==> src/rtl/uart_tx_arbiter.sv <==
// uart_tx_arbiter
//
// Shares one urat_tx byte transmitter between NUM_REQ on-chip byte producers.
// In IDLE, a round-robin search starting after the last winner picks one
// requester. Its byte is captured, acknowledged and handed to the transmitter
// with a one-cycle send strobe. Further grants are then held off for
// FRAME_CYCLES clocks so the transmitter can finish shifting the frame.
//
// Ports:
//   clk       in   system clock, rising edge
//   rst       in   asynchronous active-high reset (shared with urat_tx)
//   req       in   [NUM_REQ]   per-requester request level
//   data      in   [8*NUM_REQ] byte of requester i on data[8*i+7:8*i]
//   ack       out  [NUM_REQ]   one-cycle pulse, byte of requester i captured
//   send      out  one-cycle start strobe to urat_tx, coincident with ack
//   tx        out  [8]         byte to urat_tx, held until the next grant
//   grant_id  out  index of the last granted requester
//   busy      out  high while a frame is reserved
module uart_tx_arbiter #(
    parameter int NUM_REQ      = 4,
    parameter int FRAME_CYCLES = 100
) (
    input  logic                       clk,
    input  logic                       rst,
    input  logic [NUM_REQ-1:0]         req,
    input  logic [8*NUM_REQ-1:0]       data,
    output logic [NUM_REQ-1:0]         ack,
    output logic                       send,
    output logic [7:0]                 tx,
    output logic [$clog2(NUM_REQ)-1:0] grant_id,
    output logic                       busy
);

    localparam int ID_W  = $clog2(NUM_REQ);
    localparam int CNT_W = $clog2(FRAME_CYCLES);

    localparam logic [0:0] S_IDLE = 1'b0;
    localparam logic [0:0] S_WAIT = 1'b1;

    logic [0:0]        state_q, state_d;
    logic [CNT_W-1:0]  cnt_q, cnt_d;
    logic [ID_W-1:0]   last_q, last_d;
    logic [NUM_REQ-1:0] ack_q, ack_d;
    logic              send_q, send_d;
    logic [7:0]        tx_q, tx_d;
    logic [ID_W-1:0]   grant_id_q, grant_id_d;
    logic              busy_q, busy_d;

    logic              found;
    logic [ID_W-1:0]   win_id;

    // Round-robin search: candidates last+1, last+2, ... wrapping modulo
    // NUM_REQ, so the previous winner is examined last.
    always_comb begin
        found  = 1'b0;
        win_id = last_q;
        for (int i = 1; i <= NUM_REQ; i++) begin
            int c;
            c = int'(last_q) + i;
            if (c >= NUM_REQ) begin
                c = c - NUM_REQ;
            end
            if (!found && req[ID_W'(c)]) begin
                found  = 1'b1;
                win_id = ID_W'(c);
            end
        end
    end

    always_comb begin
        state_d    = state_q;
        cnt_d      = cnt_q;
        last_d     = last_q;
        ack_d      = '0;
        send_d     = 1'b0;
        tx_d       = tx_q;
        grant_id_d = grant_id_q;
        busy_d     = busy_q;

        case (state_q)
            S_IDLE: begin
                if (found) begin
                    ack_d      = NUM_REQ'(1) << win_id;
                    send_d     = 1'b1;
                    tx_d       = data[8*win_id +: 8];
                    grant_id_d = win_id;
                    last_d     = win_id;
                    busy_d     = 1'b1;
                    cnt_d      = CNT_W'(FRAME_CYCLES - 1);
                    state_d    = S_WAIT;
                end
            end
            default: begin
                // Requests are ignored for the whole reserved frame.
                if (cnt_q == '0) begin
                    state_d = S_IDLE;
                    busy_d  = 1'b0;
                end else begin
                    cnt_d = cnt_q - 1'b1;
                end
            end
        endcase
    end

    always_ff @(posedge clk or posedge rst) begin
        if (rst) begin
            state_q    <= S_IDLE;
            cnt_q      <= '0;
            // Pointer at the top index so requester 0 wins first after reset.
            last_q     <= ID_W'(NUM_REQ - 1);
            ack_q      <= '0;
            send_q     <= 1'b0;
            tx_q       <= '0;
            grant_id_q <= '0;
            busy_q     <= 1'b0;
        end else begin
            state_q    <= state_d;
            cnt_q      <= cnt_d;
            last_q     <= last_d;
            ack_q      <= ack_d;
            send_q     <= send_d;
            tx_q       <= tx_d;
            grant_id_q <= grant_id_d;
            busy_q     <= busy_d;
        end
    end

    assign ack      = ack_q;
    assign send     = send_q;
    assign tx       = tx_q;
    assign grant_id = grant_id_q;
    assign busy     = busy_q;

endmodule

==> config.mk <==
export PLATFORM = sky130hd
export DESIGN_NAME = uart_tx_arbiter
export DESIGN_NICKNAME = d
export VERILOG_FILES = /design/src/rtl/uart_tx_arbiter.sv
export SDC_FILE = /design/constraint.sdc
export NUM_CORES = 1
export LEC_CHECK = 0
export ABC_AREA = 1
export CORE_MARGIN = 5
export CORE_UTILIZATION = 40
export CTS_CLUSTER_SIZE = 16
export DETAILED_ROUTE_END_ITERATION = 8
export PLACE_DENSITY = 0.74
export REMOVE_ABC_BUFFERS = 1
export SKIP_LAST_GASP = 1
export SLEW_MARGIN = 0
export SYNTH_ARGS = -nofsm -noshare
export SYNTH_HDL_FRONTEND = slang
export SYNTH_SLANG_ARGS = --single-unit
export TNS_END_PERCENT = 10
==> constraint.sdc <==
create_clock -name clk -period 1.6 [get_ports clk]
set_input_delay 0.32 -clock clk [delete_from_list [all_inputs] [get_ports clk]]
set_output_delay 0.32 -clock clk [all_outputs]
set_load 0.005 [all_outputs]
== After elaboration in Yosys (flattened, before gate mapping) ==
Cells that the tools add are included.

* Bits in registers: 26

* Bitwise operators: 1
* Add/subtract/negate cells: 9
* Magnitude comparators: 8
* Equality and inequality tests: 2
* Reductions and logical operators: 11
* Shift-type cells: 2
* Muxes and demuxes: 36

{| class="wikitable"
|+ Operators by type and width
! kind !! count
|-
| 32-bit by 6-bit variable part select with 8-bit output || 1
|-
| 7-bit 2-to-1 mux || 3
|-
| 1-bit 2-to-1 mux || 19
|-
| 2-bit by 4-bit less-than comparator with 1-bit output (second input constant) || 4
|-
| 2-bit 2-to-1 mux || 8
|-
| 3-bit greater-or-equal comparator (second input constant) || 3
|-
| 1-bit binary-select mux with 2-bit select || 4
|-
| 4-bit 2-to-1 mux || 2
|-
| 2-bit by 1-bit subtractor with 2-bit output (second input constant) || 4
|-
| 7-bit logical NOT || 1
|-
| 7-bit by 1-bit subtractor with 7-bit output (second input constant) || 1
|-
| 2-bit by 2-bit adder with 3-bit output (second input constant) || 2
|-
| 2-bit AND reduction || 3
|-
| 2-bit by 3-bit adder with 4-bit output (second input constant) || 1
|-
| 4-bit by 3-bit greater-or-equal comparator with 1-bit output (second input constant) || 1
|-
| 1-bit by 2-bit << shifter with 4-bit output (first input constant) || 1
|-
| 2-bit by 1-bit adder with 3-bit output (second input constant) || 1
|-
| 1-bit logical AND || 3
|-
| 1-bit logical NOT || 3
|-
| 2-bit by 1-bit != test with 1-bit output (second input constant) || 1
|-
| 2-bit != test (second input constant) || 1
|-
| 2-bit nonzero test || 1
|-
| 1-bit NOT || 1
|}

== Logic depth before layout (Yosys ltp) ==
Gate-level depths: netlist of run 1.

* Depth in word-level cells: 19
* Depth in mapped cells: 15
* Mapped depth without buffers: 13

== Worst setup path before layout of run 1 ==
No wires, ideal clock.

* Path kind: register -> register
* Start: register last_q[0]
* End: register tx_q[0], in the netlist tx[0]
* Path slack: -0.120 ns
* Path buffers: 1
* Arrival time: 1.603 ns
* Library setup time: 0.117 ns
* Clock period less this slack: 1.720 ns
* Stages on the path, launching flop included: 15
* Path through: dfstp_2 -> buf_6 -> inv_8 -> nand2_1 -> nand2_1 -> nand2_1 -> nand2_2 -> nand2_2 -> nand2_2 -> nand2_4 -> nand2_4 -> nand2_1 -> nand3_1 -> nand3_1 -> nand2_1

* Word-level cells in the longest chain between the ends: 17

{| class="wikitable"
|+ Ends and longest elaborated chain
! what !! RTL line !! source
|-
| from (decl) || 42 || <nowiki>logic [ID_W-1:0] last_q, last_d;</nowiki>
|-
| from (signal assigned) || 110 || <nowiki>last_q <= ID_W'(NUM_REQ - 1);</nowiki>
|-
| from (signal assigned) || 119 || <nowiki>last_q <= last_d;</nowiki>
|-
| 2-bit by 1-bit adder with 3-bit output || 59 || <nowiki>c = int'(last_q) + i;</nowiki>
|-
| 3-bit greater-or-equal comparator / 2-bit by 1-bit subtractor with 2-bit output (equally long branches) || 60, 61 ||
|-
| 2-bit 2-to-1 mux || 60 || <nowiki>if (c >= NUM_REQ) begin</nowiki>
|-
| 1-bit binary-select mux with 2-bit select || 63 || <nowiki>if (!found && req[ID_W'(c)]) begin</nowiki>
|-
| 1-bit 2-to-1 mux (not written as such) (2 in series) || 63 ||
|-
| 1-bit 2-to-1 mux || 63 ||
|-
| 1-bit logical NOT || 63 ||
|-
| 1-bit logical AND || 63 ||
|-
| 1-bit 2-to-1 mux || 63 ||
|-
| 1-bit logical NOT || 63 ||
|-
| 1-bit logical AND || 63 ||
|-
| 1-bit 2-to-1 mux || 63 ||
|-
| 1-bit logical NOT || 63 ||
|-
| 1-bit logical AND || 63 ||
|-
| 2-bit 2-to-1 mux / 1-bit 2-to-1 mux (equally long branches) || 63 ||
|-
| 32-bit by 6-bit variable part select with 8-bit output / 2-bit AND reduction (equally long branches) || -- ||
|-
| to (signal assigned) || 122 || <nowiki>tx_q <= tx_d;</nowiki>
|-
| to (decl) || 45 || <nowiki>logic [7:0] tx_q, tx_d;</nowiki>
|}

Several ways; a longest one is shown, not always the timed one. The select of a mux whose other input is x is not followed.
A chain may end at the register's enable or synchronous reset.

== Final worst setup path of run 1 ==
* Start: register last_q[0]
* End: register tx_q[3], in the netlist tx[3]

Same word-level chain as after synthesis.

==> impl_metrics.csv, run 1 <==
group,metric,value,unit
yosys,synth_edf_count,0,
worst_setup_path,crit_chain,"buf_6, nand2_1, nand2_4, nand2_4, nand2_8, clkinv_8, buf_4, nand3_4, nand3_2, nand2_1, nand2_2, nand3_1, nand2_1",
yosys,synthTopCellsByArea,"dfrtp_1 (36%), nand2_1 (18%), nand3_1 (12%)",
placed_design,place_inst,357,
cts,cts_tree,"built",
cells_and_area,fin_area,0.00297,sq mm
cells_and_area,multi_input_area,0.00129,sq mm
yosys,synth_largest_area_cell,"dfrtp_1",
route,wl_met1,2300,microns
worst_setup_path,cpPeakStageDelay,0.60,ns
sta,relSlewSlack,77.0,%
cts,cts_made_buffers,3,
sta,skew,0.00711,ns
cts,clk_latency,0.27,ns
global_route,grt_pass1_wl,8720,microns
status,failed_checks,"negative setup slack",
route,wl_met3,433,microns
cts,clock_path_buffers,2,
yosys,avgSynthCellArea,7.10,sq um
cells_and_area,seq_area,653,sq um
power,switching_power,0.935,mW
cts,clk_pin_slew,0.09,ns
route,num_vias,1936,
placed_design,placed_area,0.00240,sq mm
global_route,grt-ovfl-total,0,
yosys,synth.cell_area,0.00167,sq mm
yosys,async_flop_share,100,%
cells_and_area,drive_gt1_share,33.7,%
worst_setup_path,cp_common_cell,"nand2_1",
sta,worst_slew_pin_slew,0.344,ns
yosys,synthAdderAreaFrac,1.50,%
floorplanning,die_area,0.00556,sq mm
worst_setup_path,worstPathMaxFanout,5,
route,wl_per_cell,15.5,microns
sta,hold_viol_final,0,
worst_setup_path,slowest_stage,"dfstp_2",
yosys,synthTopCellsByCount,"nand2_1 (82), nand3_1 (41), dfrtp_1 (24)",
cells_and_area,num_antenna_cells,0,
yosys,yosysSeqAreaShare,39.1,%
yosys,synth_top_area_share,36.0,%
yosys,synth_top_family_by_area,"simple AND/OR/NAND/NOR gates",
sta,fmax,518,MHz
floorplanning,initial_utilization,41.4,%
power,clockPowerShare,16.6,%
floorplanning,fp-row-count,23,
yosys,synthMuxAreaShare,0,%
route,ant_nets,0,
status,status,"complete, but fails checks",
sta,grt_setup_unrepaired,"true",
global_route,grt_max_degree,27,
sta,holdWs,0.395,ns
placed_design,place_congestion,0.839,
global_route,antenna_found_initial,0,
hold_path,hp-class,"in2async",
yosys,synthFlopType,"dfrtp_1",
placed_design,dp_hpwl,3450,microns
power,p_per_area,792,mW/mm^2
worst_setup_path,worstPathRequired,1.77,ns
yosys,synth_compound_area_share,5.55,%
route,route.detailed.drc,0,
floorplanning,die_h,74.6,microns
power,p_leak,1.43,nW
global_route,grtUsageTotal,20.7,%
yosys,synth_most_common_cell,"nand2_1",
sta,setup_viol,26,
route,dr.max_layer_used,"met4",
power,irDropWorstVdd,0.000419,V
worst_setup_path,cpLargestDelayFamily,"simple AND/OR/NAND/NOR gates",
route,via_per_inst,5.15,
global_route,first_global_vias,1935,
power,switching_share,39.8,%
yosys,synthXorXnorAreaFrac,0.525,%
sta,period_minus_slack,1.93,ns
cts,ctsRootBufferMaster,"clkbuf_8",
cts,ctsHoldBuffers,0,
yosys,ys_seq_elements,26,
flow_run,maxCapViolCount,0,
cts,ctsHtreeMaxLevel,1,
yosys,ys_warn_count,0,
sta,slew_viol_final,0,
cts,clock_sinks,26,
yosys,synthSimpleGateAreaFrac,44.8,%
placed_design,portBuffers,53,
power,internal-power,1.41,mW
worst_setup_path,worst_setup_path_end_kind,"register",
sta,setup_slack,-0.331,ns
worst_setup_path,critPathKind,"reg2reg",
worst_setup_path,critPathArrivalTime,2.10,ns
sta,period_share,121,%
cells_and_area,final_cells,376,
power,combPwrFrac,51.8,%
worst_setup_path,start_kind,"register",
yosys,syn_inst,235,
cells_and_area,fin_nets,367,
worst_setup_path,cp.buffers_inverters,3,
power,seqPwrFrac,31.6,%
cells_and_area,area_growth,77.7,%
route,drtIter0Drc,169,
floorplanning,dieWidth,74.6,microns
route,first_pass_iters,7,
floorplanning,pin_count,54,
cells_and_area,num-fill-cells,300,
route,wl_met2,2950,microns
route,wl,5830,microns
floorplanning,core_area,0.00403,sq mm
yosys,yosysUniqueCellTypes,26,
[flip-flops by register name (all words and copies together), names as in the netlist]
name,count
last_q,2
cnt_q,7
busy,1
ack,4
send,1
tx,8
grant_id,2
state_q,1
[per-layer routing]
layer | vias up | global-route usage (%)
li1 | 940 | -
met1 | 883 | 25.0
met2 | 98 | 35.6
met3 | 15 | 4.46
met4 | 0 | 8.70
met5 | - | 0
[path summary, 6_finish.rpt]
kind	from	end	slack, ns	cells after the start
max	last_q[0]$_DFFE_PP1P_	tx[3]$_DFFE_PP0P_	-0.33	13
min in group clk	cnt_q[0]$_DFFE_PP0P_	cnt_q[0]$_DFFE_PP0P_	0.49	1
min reg2reg	cnt_q[0]$_DFFE_PP0P_	cnt_q[0]$_DFFE_PP0P_	0.49	1
max reg2reg	last_q[0]$_DFFE_PP1P_	tx[3]$_DFFE_PP0P_	-0.33	13
max in group asynchronous	rst	last_q[1]$_DFFE_PP1P_	0.91	3
min	rst	state_q$_DFF_PP0_	0.40	3
[cells by family after synthesis]
| kind of cell | after synthesis |
|---|---|
| buffers and inverters | 31 |
| xor gates and xnor gates | 1 |
| adders and majority gates | 2 |
| DFF | 26 |
| AOI/OAI and AO/OA | 17 |
| and+or+nand+nor | 158 |
[worst min-delay path, cell delays in order]
cell and delay, ns:
clkdlybuf4s50_1 0.39, inv_1 0.05, buf_4 0.31
[metrics by stage]
| step | util, % | setup TNS [ns] | power, mW | setup slack [ns] |
|---|---|---|---|---|
| detailed placement | 59.7 | -7.57 | 1.52 | -0.399 |
| floorplan | - | -3.39 | 1.18 | -0.207 |
| finish | 73.6 | -5.98 | 2.35 | -0.331 |
| CTS | 68.7 | -3.61 | 2.17 | -0.217 |
| global route | 73.6 | -8.35 | 2.47 | -0.423 |
| global placement | 59.7 | -6.71 | 1.51 | -0.348 |
[power by group through the flow]
stage | Combinational, mW | Clock, mW | Sequential (mW)
global placement | 0.749 | 0 | 0.757
detailed placement | 0.767 | 0 | 0.757
CTS | 1.04 | 0.384 | 0.742
finish | 1.22 | 0.390 | 0.742
global route | 1.29 | 0.429 | 0.748
floorplan | 0.424 | 0 | 0.757
[what timing repair did]
action                     in CTS  in global routing
pin swaps                      25                 23
setup endpoints to repair      26                 26
resized for setup              53                 34
setup buffers                   5                  4
gates cloned                    5                  1
[layout make-up]
cell class | count | share of cell area [%]
Clock buffer | 4 | 1.52
Inverter | 27 | 4.18
Multi-Input combinational cell | 184 | 43.4
Sequential cell | 26 | 22.0
Tap cell | 50 | 2.11
Timing Repair Buffer | 85 | 26.8
[cell usage in the layout (no fill, tap or decap), types with 2 or more instances in the layout]
| master | instances |
|---|---|
| nand2_1 | 58 |
| clkdlybuf4s50_1 | 53 |
| buf_4 | 28 |
| nand3_1 | 27 |
| dfrtp_1 | 24 |
| inv_1 | 22 |
| nand2_2 | 21 |
| nand2_4 | 17 |
| nand3_2 | 12 |
| nor2_1 | 11 |
| nand2_8 | 9 |
| o21ai_0 | 7 |
| nand3_4 | 6 |
| a21oi_1 | 5 |
| clkbuf_8 | 3 |
| buf_6 | 3 |
| inv_2 | 2 |
| ha_1 | 2 |
| dfstp_2 | 2 |
Power figures use the tool's default switching activity.
==> inputs of run 2 (changes only) <==
ABC_AREA = default   (was 1)
CORE_UTILIZATION = 39   (was 40)
PLACE_DENSITY = 0.76   (was 0.74)
clock period = 1.69 ns   (was 1.6 ns; I/O delays follow)
==> impl_metrics.csv, run 2 <==
group,metric,value,unit
status,status,"complete, but fails checks",
status,failed_checks,"negative setup slack",
global_route,busiest_layer,"met2",
route,wl,3580,microns
sta,hold_viol_final,0,
cells_and_area,fin_area,0.00214,sq mm
floorplanning,pin_count,54,
worst_setup_path,worstPathMaxFanout,9,
sta,relSlewSlack,77.4,%
power,clockPowerShare,13.0,%
yosys,ys_seq_elements,26,
cts,ctsRootBufferMaster,"clkbuf_4",
yosys,synthTopCellsByArea,"dfrtp_1 (44%), mux2i_1 (13%), o221ai_1 (5.2%)",
floorplanning,die_area,0.00475,sq mm
cts,cts_made_buffers,3,
cells_and_area,fin_nets,236,
cts,clk_pin_slew,0.15,ns
floorplanning,dieWidth,68.9,microns
worst_setup_path,critPathArrivalTime,1.90,ns
placed_design,portBuffers,53,
cts,clk_latency,0.33,ns
global_route,use_met1,17.9,%
power,p_per_area,1530,mW/mm^2
hold_path,hp-class,"in2async",
power,irDropWorstVdd,0.000555,V
cells_and_area,num_antenna_cells,0,
power,internal-power,2.13,mW
sta,grt_setup_unrepaired,"true",
floorplanning,fp-row-count,21,
cells_and_area,largest_reg_flops,8,
yosys,yosysUniqueCellTypes,37,
cells_and_area,final_core_util,63.5,%
global_route,grt_max_degree,27,
cells_and_area,mostFrequentLayoutCell,"clkdlybuf4s50_1",
route,ant_nets,0,
floorplanning,initial_utilization,40.3,%
placed_design,preCtsSetupSlack,-0.325,ns
yosys,synth_most_common_cell,"dfrtp_1",
global_route,grt_pass1_wl,5680,microns
worst_setup_path,critPathKind,"reg2reg",
cts,cts_tree,"built",
yosys,async_flop_share,100,%
cts,ctsHtreeMaxLevel,1,
yosys,synth_top_area_share,44.3,%
power,seqPwrFrac,32.4,%
placed_design,placed_area,0.00202,sq mm
worst_setup_path,timing.rr.end,"tx[1]$_DFFE_PP0P_",
sta,worst_slew_pin_slew,0.335,ns
cts,ctsHoldBuffers,0,
global_route,use_met3,3.08,%
global_route,antenna_found_initial,0,
route,drtIter0Drc,39,
yosys,synth_largest_area_cell,"dfrtp_1",
placed_design,dp_hpwl,2730,microns
yosys,synth.cell_area,0.00136,sq mm
cells_and_area,drive_gt1_share,19.0,%
power,switching_power,1.14,mW
floorplanning,die_h,68.9,microns
cells_and_area,area_growth,57.6,%
cts,clock_sinks,26,
power,total_power,3.27,mW
route,via_per_inst,5.02,
route,route.detailed.drc,0,
sta,setup_tns,-0.00526,ns
sta,period_minus_slack,1.70,ns
sta,setup_viol,1,
route,num_vias,1210,
worst_setup_path,worst_setup_path_end_kind,"register",
global_route,grtUsageTotal,15.8,%
power,p_leak,0.970,nW
cts,clock_path_buffers,2,
yosys,synthFlopType,"dfrtp_1",
sta,skew,0.0167,ns
worst_setup_path,r2r_setup_slack,-0.005,ns
worst_setup_path,worstPathRequired,1.90,ns
sta,fmax,590,MHz
sta,setup_slack,-0.00526,ns
floorplanning,core_area,0.00336,sq mm
global_route,first_global_vias,1312,
yosys,synth_edf_count,0,
yosys,synthTopCellsByCount,"dfrtp_1 (24), mux2i_1 (17), nand2_1 (15)",
global_route,grt-ovfl-total,0,
yosys,avgSynthCellArea,10.5,sq um
worst_setup_path,r2r_start,"last_q[1]$_DFFE_PP1P_",
cells_and_area,layout_common_cells,"clkdlybuf4s50_1 (53), dfrtp_1 (24), mux2i_1 (16)",
power,combPwrFrac,54.7,%
yosys,yosysSeqAreaShare,48.2,%
power,switching_share,34.7,%
worst_setup_path,reg2reg_depth,5,
placed_design,place_congestion,0.852,
worst_setup_path,start_kind,"register",
route,wl_per_cell,14.9,microns
yosys,ys_warn_count,0,
global_route,use_met2,28.6,%
sta,slew_viol_final,0,
flow_run,maxCapViolCount,0,
yosys,syn_inst,129,
route,first_pass_iters,4,
sta,period_share,100,%
-- run 2: kinds of logic (layout without fill, tap and decap cells) --
family	after synthesis	after routing	synth area share [%]
adder cells (fa/ha/maj)	2	2	1.85
AND/OR/NAND/NOR	38	38	14.2
XOR/XNOR	2	2	1.29
flip-flops	26	26	48.2
AO/OA/AOI/OAI	29	29	16.3
multiplexers	17	17	12.6
buffers and inverters	15	81	5.63
-- run 2: worst max-delay path by stage --
stage	cells after the start	startpoint	endpoint	slack [ns]
6_report	5	last_q[1]$_DFFE_PP1P_	tx[1]$_DFFE_PP0P_	-0.005
2_1_floorplan	4	last_q[1]$_DFFE_PP1P_	tx[3]$_DFFE_PP0P_	-0.07
3_3_place_gp	6	req[2]	tx[1]$_DFFE_PP0P_	-0.22
4_1_cts	5	last_q[1]$_DFFE_PP1P_	tx[1]$_DFFE_PP0P_	-0.03
5_1_grt	5	last_q[1]$_DFFE_PP1P_	tx[1]$_DFFE_PP0P_	-0.06
3_5_place_dp	6	req[2]	tx[1]$_DFFE_PP0P_	-0.33
-- run 2: worst max-delay path, stage by stage (launching register included) --
cell	delay, ns
dfstp_2	0.56
mux2i_1	0.21
o221a_2	0.29
buf_12	0.16
mux2i_2	0.22
o221ai_1	0.16
-- run 2: per-layer routing --
| layer | up-vias | share of wire [%] |
|---|---|---|
| li1 | 591 | - |
| met1 | 594 | 39 |
| met2 | 23 | 57 |
| met3 | 2 | 2.6 |
| met4 | 0 | 0.70 |
| met5 | - | 0 |
-- run 2: power groups by stage --
stage | Sequential [mW] | Combinational (mW) | Clock [mW]
detailed placement | 1.08 | 1.66 | 0
global placement | 1.07 | 1.61 | 0
finish | 1.06 | 1.79 | 0.424
CTS | 1.06 | 1.71 | 0.435
floorplan | 1.09 | 0.850 | 0
global route | 1.09 | 1.98 | 0.474
-- run 2: cell type report --
| class | instances | area [sq um] |
|---|---|---|
| inverter | 8 | 30.0 |
| timing repair buffer | 69 | 693 |
| sequential | 26 | 653 |
| tap | 46 | 57.6 |
| multi-input combinational | 88 | 649 |
| fill | 298 | 1230 |
| clock buffer | 3 | 22.5 |
| clock inverter | 1 | 30.0 |
-- run 2: per-stage QoR --
stage,cells,hold WS [ns]
after floorplan,122,0.377
after detailed placement,234,0.483
after global routing,241,0.351
final,241,0.334
after global placement,234,0.470
after CTS,239,0.339
-- run 2: what timing repair did --
action | CTS | global route
setup buffers | 1 | 1
setup endpoints to repair | 5 | 11
pin swaps | 0 | 1
gates cloned | 0 | 1
gates resized for setup | 1 | 3
